===== src/rtl/alu_pkg.sv =====
// Shared encodings for the execute-stage ALU: ALUop values, R-type Funct codes,
// 4-bit ALU control codes and the sequencer state type.
package alu_pkg;

    localparam logic [1:0] AluOpMem     = 2'b00;
    localparam logic [1:0] AluOpBranch  = 2'b01;
    localparam logic [1:0] AluOpRtype   = 2'b10;
    localparam logic [1:0] AluOpIllegal = 2'b11;

    localparam logic [5:0] FunctAdd = 6'b100000;
    localparam logic [5:0] FunctSub = 6'b100010;
    localparam logic [5:0] FunctAnd = 6'b100100;
    localparam logic [5:0] FunctOr  = 6'b100101;
    localparam logic [5:0] FunctSlt = 6'b101010;
    localparam logic [5:0] FunctNor = 6'b100111;
    localparam logic [5:0] FunctMul = 6'b100001;
    localparam logic [5:0] FunctDiv = 6'b100011;

    typedef enum logic [3:0] {
        CtrlAnd  = 4'b0000,
        CtrlOr   = 4'b0001,
        CtrlAdd  = 4'b0010,
        CtrlMul  = 4'b0100,
        CtrlDiv  = 4'b0101,
        CtrlSub  = 4'b0110,
        CtrlSlt  = 4'b0111,
        CtrlNor  = 4'b1100,
        CtrlNone = 4'b1111  // undecoded request: completes with zero result
    } alu_ctrl_e;

    typedef enum logic [1:0] {
        StIdle,
        StMul,
        StDiv
    } state_e;

endpackage


===== src/rtl/alu_exec_unit_if.sv =====
// Request/response bundle between the EX-stage issue logic and alu_exec_unit.
interface alu_exec_unit_if #(
    parameter int unsigned WIDTH = 32
);
    logic             in_valid;
    logic             in_ready;
    logic [1:0]       ALUop;
    logic [5:0]       Funct;
    logic [WIDTH-1:0] A;
    logic [WIDTH-1:0] B;
    logic             out_valid;
    logic [WIDTH-1:0] Result;
    logic [WIDTH-1:0] Hi;
    logic             Zero;
    logic             div_zero;
    logic             illegal;

    modport master (
        output in_valid, ALUop, Funct, A, B,
        input  in_ready, out_valid, Result, Hi, Zero, div_zero, illegal
    );

    modport slave (
        input  in_valid, ALUop, Funct, A, B,
        output in_ready, out_valid, Result, Hi, Zero, div_zero, illegal
    );
endinterface


===== src/rtl/alu_ctrl_decode.sv =====
// Combinational ALUop/Funct -> ALU control code decoder; holds no state.
module alu_ctrl_decode
    import alu_pkg::*;
(
    input  logic [1:0] alu_op,
    input  logic [5:0] funct,
    output alu_ctrl_e  ctrl,
    output logic       illegal
);

    // Map the request onto a control code, flagging anything not listed.
    always_comb begin
        ctrl    = CtrlNone;
        illegal = 1'b0;
        unique case (alu_op)
            AluOpMem:    ctrl = CtrlAdd;
            AluOpBranch: ctrl = CtrlSub;
            AluOpRtype: begin
                case (funct)
                    FunctAdd: ctrl = CtrlAdd;
                    FunctSub: ctrl = CtrlSub;
                    FunctAnd: ctrl = CtrlAnd;
                    FunctOr:  ctrl = CtrlOr;
                    FunctSlt: ctrl = CtrlSlt;
                    FunctNor: ctrl = CtrlNor;
                    FunctMul: ctrl = CtrlMul;
                    FunctDiv: ctrl = CtrlDiv;
                    default:  illegal = 1'b1;
                endcase
            end
            default:     illegal = 1'b1;
        endcase
    end

endmodule


===== src/rtl/alu_exec_unit.sv =====
// Execute-stage ALU: single-cycle ops with one registered cycle of latency,
// plus iterative shift-add MUL and restoring DIV that stall via in_ready.
module alu_exec_unit
    import alu_pkg::*;
#(
    parameter int unsigned WIDTH = 32
) (
    input  logic            clk,
    input  logic            reset,
    alu_exec_unit_if.slave  bus
);

    localparam int unsigned       CntW    = $clog2(WIDTH) + 1;
    localparam logic [CntW-1:0]   CntLast = CntW'(WIDTH - 1);

    alu_ctrl_e        ctrl;
    logic             dec_illegal;

    state_e           state_q;
    logic [CntW-1:0]  cnt_q;
    logic [WIDTH-1:0] hi_q;    // MUL partial product high / DIV partial remainder
    logic [WIDTH-1:0] lo_q;    // MUL multiplier bits / DIV dividend-then-quotient
    logic [WIDTH-1:0] opb_q;   // MUL multiplicand / DIV divisor

    logic             out_valid_q;
    logic [WIDTH-1:0] result_q;
    logic [WIDTH-1:0] hi_out_q;
    logic             zero_q;
    logic             div_zero_q;
    logic             illegal_q;

    logic [WIDTH-1:0] alu_res;
    logic [WIDTH-1:0] alu_hi;
    logic [WIDTH:0]   mul_add;
    logic [WIDTH-1:0] mul_hi_n;
    logic [WIDTH-1:0] mul_lo_n;
    logic [WIDTH:0]   div_shift;
    logic [WIDTH:0]   div_trial;
    logic [WIDTH-1:0] div_rem_n;
    logic [WIDTH-1:0] div_quo_n;

    alu_ctrl_decode u_decode (
        .alu_op  (bus.ALUop),
        .funct   (bus.Funct),
        .ctrl    (ctrl),
        .illegal (dec_illegal)
    );

    // Single-cycle result; DIV reaches this path only when the divisor is zero.
    always_comb begin
        alu_res = '0;
        alu_hi  = '0;
        case (ctrl)
            CtrlAdd: alu_res = bus.A + bus.B;
            CtrlSub: alu_res = bus.A - bus.B;
            CtrlAnd: alu_res = bus.A & bus.B;
            CtrlOr:  alu_res = bus.A | bus.B;
            CtrlNor: alu_res = ~(bus.A | bus.B);
            CtrlSlt: alu_res = {{(WIDTH-1){1'b0}}, ($signed(bus.A) < $signed(bus.B))};
            CtrlDiv: begin
                alu_res = '1;
                alu_hi  = bus.A;
            end
            default: ;
        endcase
    end

    // One iteration of shift-add multiply and restoring divide.
    always_comb begin
        mul_add   = lo_q[0] ? ({1'b0, hi_q} + {1'b0, opb_q}) : {1'b0, hi_q};
        mul_hi_n  = mul_add[WIDTH:1];
        mul_lo_n  = {mul_add[0], lo_q[WIDTH-1:1]};
        div_shift = {hi_q, lo_q[WIDTH-1]};
        div_trial = div_shift - {1'b0, opb_q};
        if (!div_trial[WIDTH]) begin
            div_rem_n = div_trial[WIDTH-1:0];
            div_quo_n = {lo_q[WIDTH-2:0], 1'b1};
        end else begin
            div_rem_n = div_shift[WIDTH-1:0];
            div_quo_n = {lo_q[WIDTH-2:0], 1'b0};
        end
    end

    // Sequencer and registered outputs; flags and out_valid default low each cycle.
    always_ff @(posedge clk) begin
        if (reset) begin
            state_q     <= StIdle;
            cnt_q       <= '0;
            hi_q        <= '0;
            lo_q        <= '0;
            opb_q       <= '0;
            out_valid_q <= 1'b0;
            result_q    <= '0;
            hi_out_q    <= '0;
            zero_q      <= 1'b0;
            div_zero_q  <= 1'b0;
            illegal_q   <= 1'b0;
        end else begin
            out_valid_q <= 1'b0;
            zero_q      <= 1'b0;
            div_zero_q  <= 1'b0;
            illegal_q   <= 1'b0;
            unique case (state_q)
                StIdle: begin
                    if (bus.in_valid) begin
                        if (ctrl == CtrlMul) begin
                            state_q <= StMul;
                            cnt_q   <= '0;
                            hi_q    <= '0;
                            lo_q    <= bus.B;
                            opb_q   <= bus.A;
                        end else if (ctrl == CtrlDiv && bus.B != '0) begin
                            state_q <= StDiv;
                            cnt_q   <= '0;
                            hi_q    <= '0;
                            lo_q    <= bus.A;
                            opb_q   <= bus.B;
                        end else begin
                            out_valid_q <= 1'b1;
                            result_q    <= alu_res;
                            hi_out_q    <= alu_hi;
                            zero_q      <= (alu_res == '0);
                            div_zero_q  <= (ctrl == CtrlDiv);
                            illegal_q   <= dec_illegal;
                        end
                    end
                end
                StMul: begin
                    hi_q  <= mul_hi_n;
                    lo_q  <= mul_lo_n;
                    cnt_q <= cnt_q + CntW'(1);
                    if (cnt_q == CntLast) begin
                        state_q     <= StIdle;
                        out_valid_q <= 1'b1;
                        result_q    <= mul_lo_n;
                        hi_out_q    <= mul_hi_n;
                        zero_q      <= (mul_lo_n == '0);
                    end
                end
                StDiv: begin
                    hi_q  <= div_rem_n;
                    lo_q  <= div_quo_n;
                    cnt_q <= cnt_q + CntW'(1);
                    if (cnt_q == CntLast) begin
                        state_q     <= StIdle;
                        out_valid_q <= 1'b1;
                        result_q    <= div_quo_n;
                        hi_out_q    <= div_rem_n;
                        zero_q      <= (div_quo_n == '0);
                    end
                end
                default: state_q <= StIdle;
            endcase
        end
    end

    assign bus.in_ready  = (state_q == StIdle);
    assign bus.out_valid = out_valid_q;
    assign bus.Result    = result_q;
    assign bus.Hi        = hi_out_q;
    assign bus.Zero      = zero_q;
    assign bus.div_zero  = div_zero_q;
    assign bus.illegal   = illegal_q;

endmodule


===== src/flat_wrapper.sv =====
// flat-port wrapper written by rule: the top's interface ports become plain ports
module alu_exec_unit_flat import alu_pkg::*;
#(
    parameter int unsigned WIDTH = 32
)
  (clk, reset, bus_in_valid, bus_ALUop, bus_Funct, bus_A, bus_B, bus_in_ready, bus_out_valid, bus_Result, bus_Hi, bus_Zero, bus_div_zero, bus_illegal);
  alu_exec_unit_if #(.WIDTH(WIDTH)) bus_i ();
  input  logic clk;
  input  logic reset;
  input wire logic [$bits(bus_i.in_valid)-1:0] bus_in_valid;
  input wire logic [$bits(bus_i.ALUop)-1:0] bus_ALUop;
  input wire logic [$bits(bus_i.Funct)-1:0] bus_Funct;
  input wire logic [$bits(bus_i.A)-1:0] bus_A;
  input wire logic [$bits(bus_i.B)-1:0] bus_B;
  output wire logic [$bits(bus_i.in_ready)-1:0] bus_in_ready;
  output wire logic [$bits(bus_i.out_valid)-1:0] bus_out_valid;
  output wire logic [$bits(bus_i.Result)-1:0] bus_Result;
  output wire logic [$bits(bus_i.Hi)-1:0] bus_Hi;
  output wire logic [$bits(bus_i.Zero)-1:0] bus_Zero;
  output wire logic [$bits(bus_i.div_zero)-1:0] bus_div_zero;
  output wire logic [$bits(bus_i.illegal)-1:0] bus_illegal;
  assign bus_i.in_valid = bus_in_valid;
  assign bus_i.ALUop = bus_ALUop;
  assign bus_i.Funct = bus_Funct;
  assign bus_i.A = bus_A;
  assign bus_i.B = bus_B;
  assign bus_in_ready = bus_i.in_ready;
  assign bus_out_valid = bus_i.out_valid;
  assign bus_Result = bus_i.Result;
  assign bus_Hi = bus_i.Hi;
  assign bus_Zero = bus_i.Zero;
  assign bus_div_zero = bus_i.div_zero;
  assign bus_illegal = bus_i.illegal;
  alu_exec_unit #(.WIDTH(WIDTH)) u_core (.clk(clk), .reset(reset), .bus(bus_i));
endmodule

===== config.mk =====
export PLATFORM = sky130hd
export DESIGN_NAME = alu_exec_unit_flat
export DESIGN_NICKNAME = d
export VERILOG_FILES = /design/src/rtl/alu_pkg.sv /design/src/rtl/alu_exec_unit_if.sv /design/src/rtl/alu_ctrl_decode.sv /design/src/rtl/alu_exec_unit.sv /design/src/flat_wrapper.sv
export SDC_FILE = /design/constraint.sdc
export NUM_CORES = 1
export LEC_CHECK = 0
export BUFFER_PORTS_ARGS = -buffer_cell sky130_fd_sc_hd__buf_2
export CAP_MARGIN = 5
export CORE_MARGIN = 1
export CORE_UTILIZATION = 30
export DETAILED_ROUTE_END_ITERATION = 8
export GPL_TIMING_DRIVEN = 1
export PLACE_DENSITY_LB_ADDON = 0.08
export RECOVER_POWER = 50
export SETUP_SLACK_MARGIN = 0.5
export SYNTH_ARGS = -nofsm -noshare
export SYNTH_HDL_FRONTEND = slang
export SYNTH_HIERARCHICAL = 1
export SYNTH_SLANG_ARGS = --single-unit

===== constraint.sdc =====
create_clock -name clk -period 6.4 [get_ports clk]
set_input_delay 1.28 -clock clk [delete_from_list [all_inputs] [get_ports clk]]
set_output_delay 1.28 -clock clk [all_outputs]
set_load 0.02 [all_outputs]

# Word-level counts from Yosys, hierarchy flattened
# Index checks and enable logic that the tools add are counted.
[word_totals]
reg_bits = 172
[classes]
order_cmp = 1
bitwise = 5
n_reduce_logical = 20
n_addsub = 5
n_eq_ne = 27
n_mux = 51
[ops]
columns = ["operator", "count"]
rows = [
  ["$mux 32", 20],
  ["$pmux 32 s3", 4],
  ["$pmux 32 s7", 1],
  ["$logic_not 32->1", 3],
  ["$eq 6x6->1 const B", 8],
  ["$add 32x32->33", 1],
  ["$mux 33", 1],
  ["$sub 33x32->33", 1],
  ["$add 32x32->32", 1],
  ["$and 32x32->32", 1],
  ["$lt 32x32->1", 1],
  ["$not 32->32", 1],
  ["$or 32x32->32", 1],
  ["$pmux 4 s8", 1],
  ["$reduce_bool 32->1", 1],
  ["$sub 32x32->32", 1],
  ["$mux 6", 3],
  ["$eq 4x3->1 const B", 4],
  ["$pmux 4 s3", 1],
  ["$pmux 6 s2", 1],
  ["$reduce_and 3->1", 4],
  ["$mux 1", 11],
  ["$mux 2", 4],
  ["$reduce_or 8->1", 1],
  ["22 further kinds", 33],
]

# Logic depth before layout (Yosys ltp)
[logic_depth]
word_depth = 10
mapped_depth = 17

# Cells and area by module
# Netlist, hierarchy kept.
[by_module_without_submodules]
columns = ["module", "area_per_inst_um2", "instances", "cells_per_inst", "seq_area_each_um2"]
rows = [
  ["alu_exec_unit", 18232.5, 1, 2548, 3443.3],
  ["alu_ctrl_decode", 133.9, 1, 19, 0.0],
]

# Worst setup path after synthesis
# Ideal clock, no wire load.
[synth_timing]
path_kind = "in2reg"
startpoint = "input bus_Funct[4]"
endpoint = "register u_core.hi_q[15]"
arrival_ns = 4.433
setup_slack_ns = 1.830
n_path_buf = 3
required_ns = 6.263
stages = 12
path_cell_list = "nand2b_1 -> or4b_1 -> a31oi_1 -> buf_1 -> inv_1 -> or3_1 -> o21bai_1 -> and2_1 -> nor3_1 -> clkbuf_1 -> buf_1 -> a211oi_1"
[synth_between]
elab_chain_len = 7
elab_cells_between_ends = 18
classes_between = "11 x eq/ne; 5 x mux; 2 x reduce/logical"
[synth_rtl]
columns = ["item", "line_no", "rtl"]
rows = [
  ["start: declaration", "flat_wrapper.sv:12", "input wire logic [$bits(bus_i.Funct)-1:0] bus_Funct;"],
  ["$eq 6x6->1", "alu_ctrl_decode.sv:19", "case (funct)"],
  ["$pmux 4 s8 *", "alu_ctrl_decode.sv:19", ""],
  ["$pmux 4 s3 *", "alu_ctrl_decode.sv:15", "unique case (alu_op)"],
  ["named net u_core.ctrl[0]", "alu_exec_unit.sv:16", "alu_ctrl_e ctrl;"],
  ["$eq 4x3->1, on equally long branches", "alu_exec_unit.sv:106, alu_exec_unit.sv:112", ""],
  ["$mux 32 / $logic_and 1x1->1 (equally long branches)", "alu_exec_unit.sv:106, alu_exec_unit.sv:112", ""],
  ["$mux 32 / $ne 3x1->1 (equally long branches)", "--", ""],
  ["$pmux 32 s3 / $reduce_and 3->1 (equally long branches)", "--", ""],
  ["end signal: assignment", "alu_exec_unit.sv:129", "hi_q <= mul_hi_n;"],
  ["end signal: assignment", "alu_exec_unit.sv:141", "hi_q <= div_rem_n;"],
  ["end: declaration", "alu_exec_unit.sv:21", "logic [WIDTH-1:0] hi_q;"],
]
# Mark *: on every way through the listed nets, which the timed path passes. The rest lies on a longest branch. The select of a mux whose other input is x is not followed.
# A chain may end at the register's enable or synchronous reset.

# Final worst setup path
[layout_timing]
startpoint = "input bus_Funct[0]"
endpoint = "register u_core.zero_q (netlist: u_core/bus.Zero)"
[layout_between]
elab_chain_len = 10
elab_cells_between_ends = 25
classes_between = "15 x eq/ne; 7 x mux; 3 x reduce/logical"
[layout_rtl]
columns = ["item", "line_no", "rtl"]
rows = [
  ["$eq 6x6->1", "alu_ctrl_decode.sv:19", ""],
  ["$pmux 4 s8 *", "alu_ctrl_decode.sv:19", ""],
  ["$pmux 4 s3 *", "alu_ctrl_decode.sv:15", ""],
  ["named net u_core.ctrl[0]", "alu_exec_unit.sv:16", ""],
  ["$eq 4x3->1, or another cell as far along", "alu_exec_unit.sv:53, alu_exec_unit.sv:112", ""],
  ["$pmux 32 s7", "alu_exec_unit.sv:53", "case (ctrl)"],
  ["$logic_not 32->1", "alu_exec_unit.sv:122", "zero_q <= (alu_res == '0);"],
  ["$mux 1", "alu_exec_unit.sv:112", "end else if (ctrl == CtrlDiv && bus.B != '0) begin"],
  ["$mux 1 *", "alu_exec_unit.sv:106", "if (ctrl == CtrlMul) begin"],
  ["$mux 1 *", "alu_exec_unit.sv:105", "if (bus.in_valid) begin"],
  ["$pmux 1 s3 *", "alu_exec_unit.sv:103", "unique case (state_q)"],
  ["end signal: assignment", "alu_exec_unit.sv:122", ""],
  ["end signal: assignment", "alu_exec_unit.sv:137", "zero_q <= (mul_lo_n == '0);"],
  ["end signal: assignment", "alu_exec_unit.sv:149", "zero_q <= (div_quo_n == '0);"],
  ["end: declaration", "alu_exec_unit.sv:28", "logic zero_q;"],
]
# Mark *: on every way through the listed nets, which the timed path passes. The rest lies on a longest branch.

==> metrics <==
Clk Latency, worst-skew pair 480 ps; slew margin rel. 17.7%; HP Class register to register; setup bufs post-CTS 0; R2R depth 16; final hold vios 0; clk buf depth 2; #FFs+latches synth 172; xor/xnor share of the synthesized area 3.10%; first-pass GRT wire length 132 mm; area of the die 62,200 um^2; synth warn 6; clock root cell clkbuf_16; clock power share 32.6%; period utilization 86.1%; vias in the first global route 19,700; placer congestion estimate 0.958; compound-gate portion of the synthesized area 35.4%; WP data required 6820 ps; Switching Share 39.4%; HPWL Detailed 70.0 mm; Sink Count 172; Max VDD drop 0.122 mV; cts bufs inserted 17; hold path depth 2; CP peak stage delay 710 ps; core area 60,500 um^2; CTS tree yes; WS Path Type input pin to register; DR vias 20,500; area post-placement 19,900 um^2; Detailed Route WL 88.9 mm; Power Dens Cells 173 nW/um^2; Slowest-stage cell, CP a2111oi_2; area share of fa/ha/maj cells after synthesis 12.8%; largest net degree at the start of global routing 93; H-Tree Level Count 4; P_int 2130 uW; die width 249 um; Mapped Nets 2,828; largest family of logic cells by synthesized area compound AO/OA/AOI/OAI gates; Post-synth EDFFs 0; worst-path fanout max 13; CP arrival 5930 ps; sequential share of power 32.1%; maximum clock rate 182 MHz; r2r setup slk 1260 ps; P&R area growth vs syn 11.0%; Hold Crit Start u_core/bus.Result[18]; share of cells above drive strength 1 7.83%; Avg Inst Size Synth 7.15 um^2; sum of negative setup slack 0 ps; area share of and/or/nand/nor cells after synthesis 20.8%; final setup skew 12.4 ps; register clock-pin slew on the reported worst setup and hold paths 70 ps; Yosys cell types 96; Post-Syn Area 18,400 um^2; Net Switching 1390 uW; Avg Vias per Cell 6.03; Worst R2R End u_core/hi_q[29]; CP Capture Type register; RSZ-0062 raised after global routing no; drt pass-1 iters 7; DR WL/cell 26.1 um; FFs w/ async S/R, synth 0%; Final nets 2,868; hold_buf cts 0; critical-path cell list clkbuf_1 > and3b_1 > a2111oi_2 > a31oi_4 > inv_1 > nor2_1 > a221oi_1 > o21ai_0 > a211oi_2 > o31ai_1 > nor4_2 > nand4_1 > nor4_1 > and4_1 > a31o_1; setup violators final 0; post-detailed-route count of antenna-violating nets 0; Comb pwr share 35.3%; Max Cap Viol 0; initial antenna violation count 1; Initial Util 30.4%; hold endpoint u_core/bus.Result[18]; Mapped Cells 2,567; Post-CTS Resized 0; element type at the critical path start input pin; Cell Rows 90; finished layout cell area 20,400 um^2; Remaining DRCs 0; die height 249 um; slew of the pin with the lowest slew margin 1230 ps; # port buffers 143; mux cell area share after synthesis 1.98%; status finished clean; most used flip-flop cell after synthesis dfxtp_1; grt total ovfl 0; Final min period 5510 ps; P_leak 0.00798 uW; final-report max-slew violation count 0; all-layer global routing usage 28.0%; reg2reg start u_core/lo_q[31]; IO Count 144; register area share after synthesis 18.7%; Initial DRC Count 1,864
## Yosys cell counts (40+ instances only)
| cell | number | area share [%] |
|---|---|---|
| a21oi_1 | 300 | 8.2 |
| nor2_1 | 253 | 5.2 |
| nand2_1 | 249 | 5.1 |
| ha_1 | 182 | 12 |
| dfxtp_1 | 172 | 19 |
| inv_1 | 160 | 3.3 |
| clkbuf_1 | 138 | 2.8 |
| o21ai_0 | 104 | 2.8 |
| a211oi_1 | 70 | 2.9 |
| o211ai_1 | 69 | 2.8 |
| nand3_1 | 63 | 1.7 |
| a21o_1 | 44 | 1.8 |
| a221o_1 | 43 | 2.3 |
| nor3_1 | 42 | 1.1 |
| xnor2_1 | 41 | 2.0 |
| nor4_1 | 40 | 1.4 |
## power groups by stage
stage | combinational (uW) | sequential (uW) | clock, uW
after CTS | 1230 | 1130 | 1170
after floorplan | 721 | 1180 | 0
final | 1240 | 1130 | 1150
after global routing | 1330 | 1130 | 1210
after detailed placement | 1230 | 1150 | 0
after global placement | 1240 | 1150 | 0
## cells by family (layout without fill, tap and decap cells)
family / after synthesis / after routing
buffers and inverters: 337 / 389
and+or+nand+nor: 816 / 816
DFF: 172 / 172
muxes: 35 / 35
other: 0 / 1
AOI/OAI and AO/OA: 956 / 956
xor gates and xnor gates: 65 / 65
adders and majority gates: 186 / 186
## metal layers
layer  global-route usage, %  wire [um]  share of wire, %
met1                    39.0      41300                46
met2                    43.7      39200                44
met3                    2.76       4780               5.4
met4                    12.0       3670               4.1
met5                       0          0                 0
## state kept, by name, indices dropped and copies added (netlist names)
name and cells:
u_core/bus.Zero 1, u_core/state_q 2, u_core/cnt_q 6, u_core/hi_q 32
u_core/bus.Result 32, u_core/lo_q 32, u_core/opb_q 32, u_core/bus.div_zero 1
u_core/bus.Hi 32, u_core/bus.out_valid 1, u_core/bus.illegal 1
## stage by stage
step                instances  power, uW  hold slack [ps]  setup slack [ps]  utilization [%]
detailed placement       3370       2380              445               556             32.9
CTS                      3401       3530              455              1040             33.9
global route             3402       3670              473               771             33.7
floorplan                2567       1900              462              1830                -
global placement         3370       2400              441               608             32.9
finish                   3402       3520              456               892             33.7
## final cells by class
type,count,area [um^2]
fillers,6559,40100
multi-input cells,2058,13700
flip-flops and latches,172,3440
repair buffers,195,1040
well taps,782,978
inverters,163,612
clock buffers,20,457
clock inverters,11,155
diodes,1,2.50
## cell usage in the layout (no fill, tap or decap), drive strengths merged, types with 26 or more instances in the layout
| cell type | netlist | routed |
|---|---|---|
| a211oi | 72 | 72 |
| a21o | 44 | 44 |
| a21oi | 300 | 300 |
| a221o | 43 | 43 |
| a311oi | 39 | 39 |
| a31oi | 33 | 33 |
| buf | 36 | 122 |
| clkbuf | 138 | 93 |
| dfxtp | 172 | 172 |
| ha | 182 | 182 |
| inv | 162 | 166 |
| nand2 | 249 | 249 |
| nand2b | 27 | 27 |
| nand3 | 63 | 63 |
| nand4 | 26 | 26 |
| nor2 | 253 | 253 |
| nor2b | 30 | 30 |
| nor3 | 42 | 42 |
| nor4 | 42 | 42 |
| o211ai | 69 | 69 |
| o21ai | 111 | 111 |
| o21bai | 26 | 26 |
| xnor2 | 41 | 41 |
## worst max path at each step
stage / startpoint / end / slack (ps) / cells after the start
final: bus_Funct[0] / u_core/bus.Zero / 890 / 15
after global placement: bus_Funct[1] / u_core/bus.Zero / 610 / 15
after global routing: bus_Funct[0] / u_core/bus.Zero / 770 / 15
after detailed placement: bus_Funct[4] / u_core/bus.Zero / 560 / 17
after CTS: bus_Funct[4] / u_core/bus.Zero / 1040 / 17
after floorplan: bus_Funct[4] / u_core/hi_q[15] / 1830 / 12
## worst max-delay path, delay by kind of cell
| kind | cells | cell delay [ps] |
|---|---|---|
| AOI/OAI and AO/OA | 7 | 2510 |
| buffers and inverters | 2 | 590 |
| and+or+nand+nor | 6 | 1520 |
(Power assumes the default switching activity.)
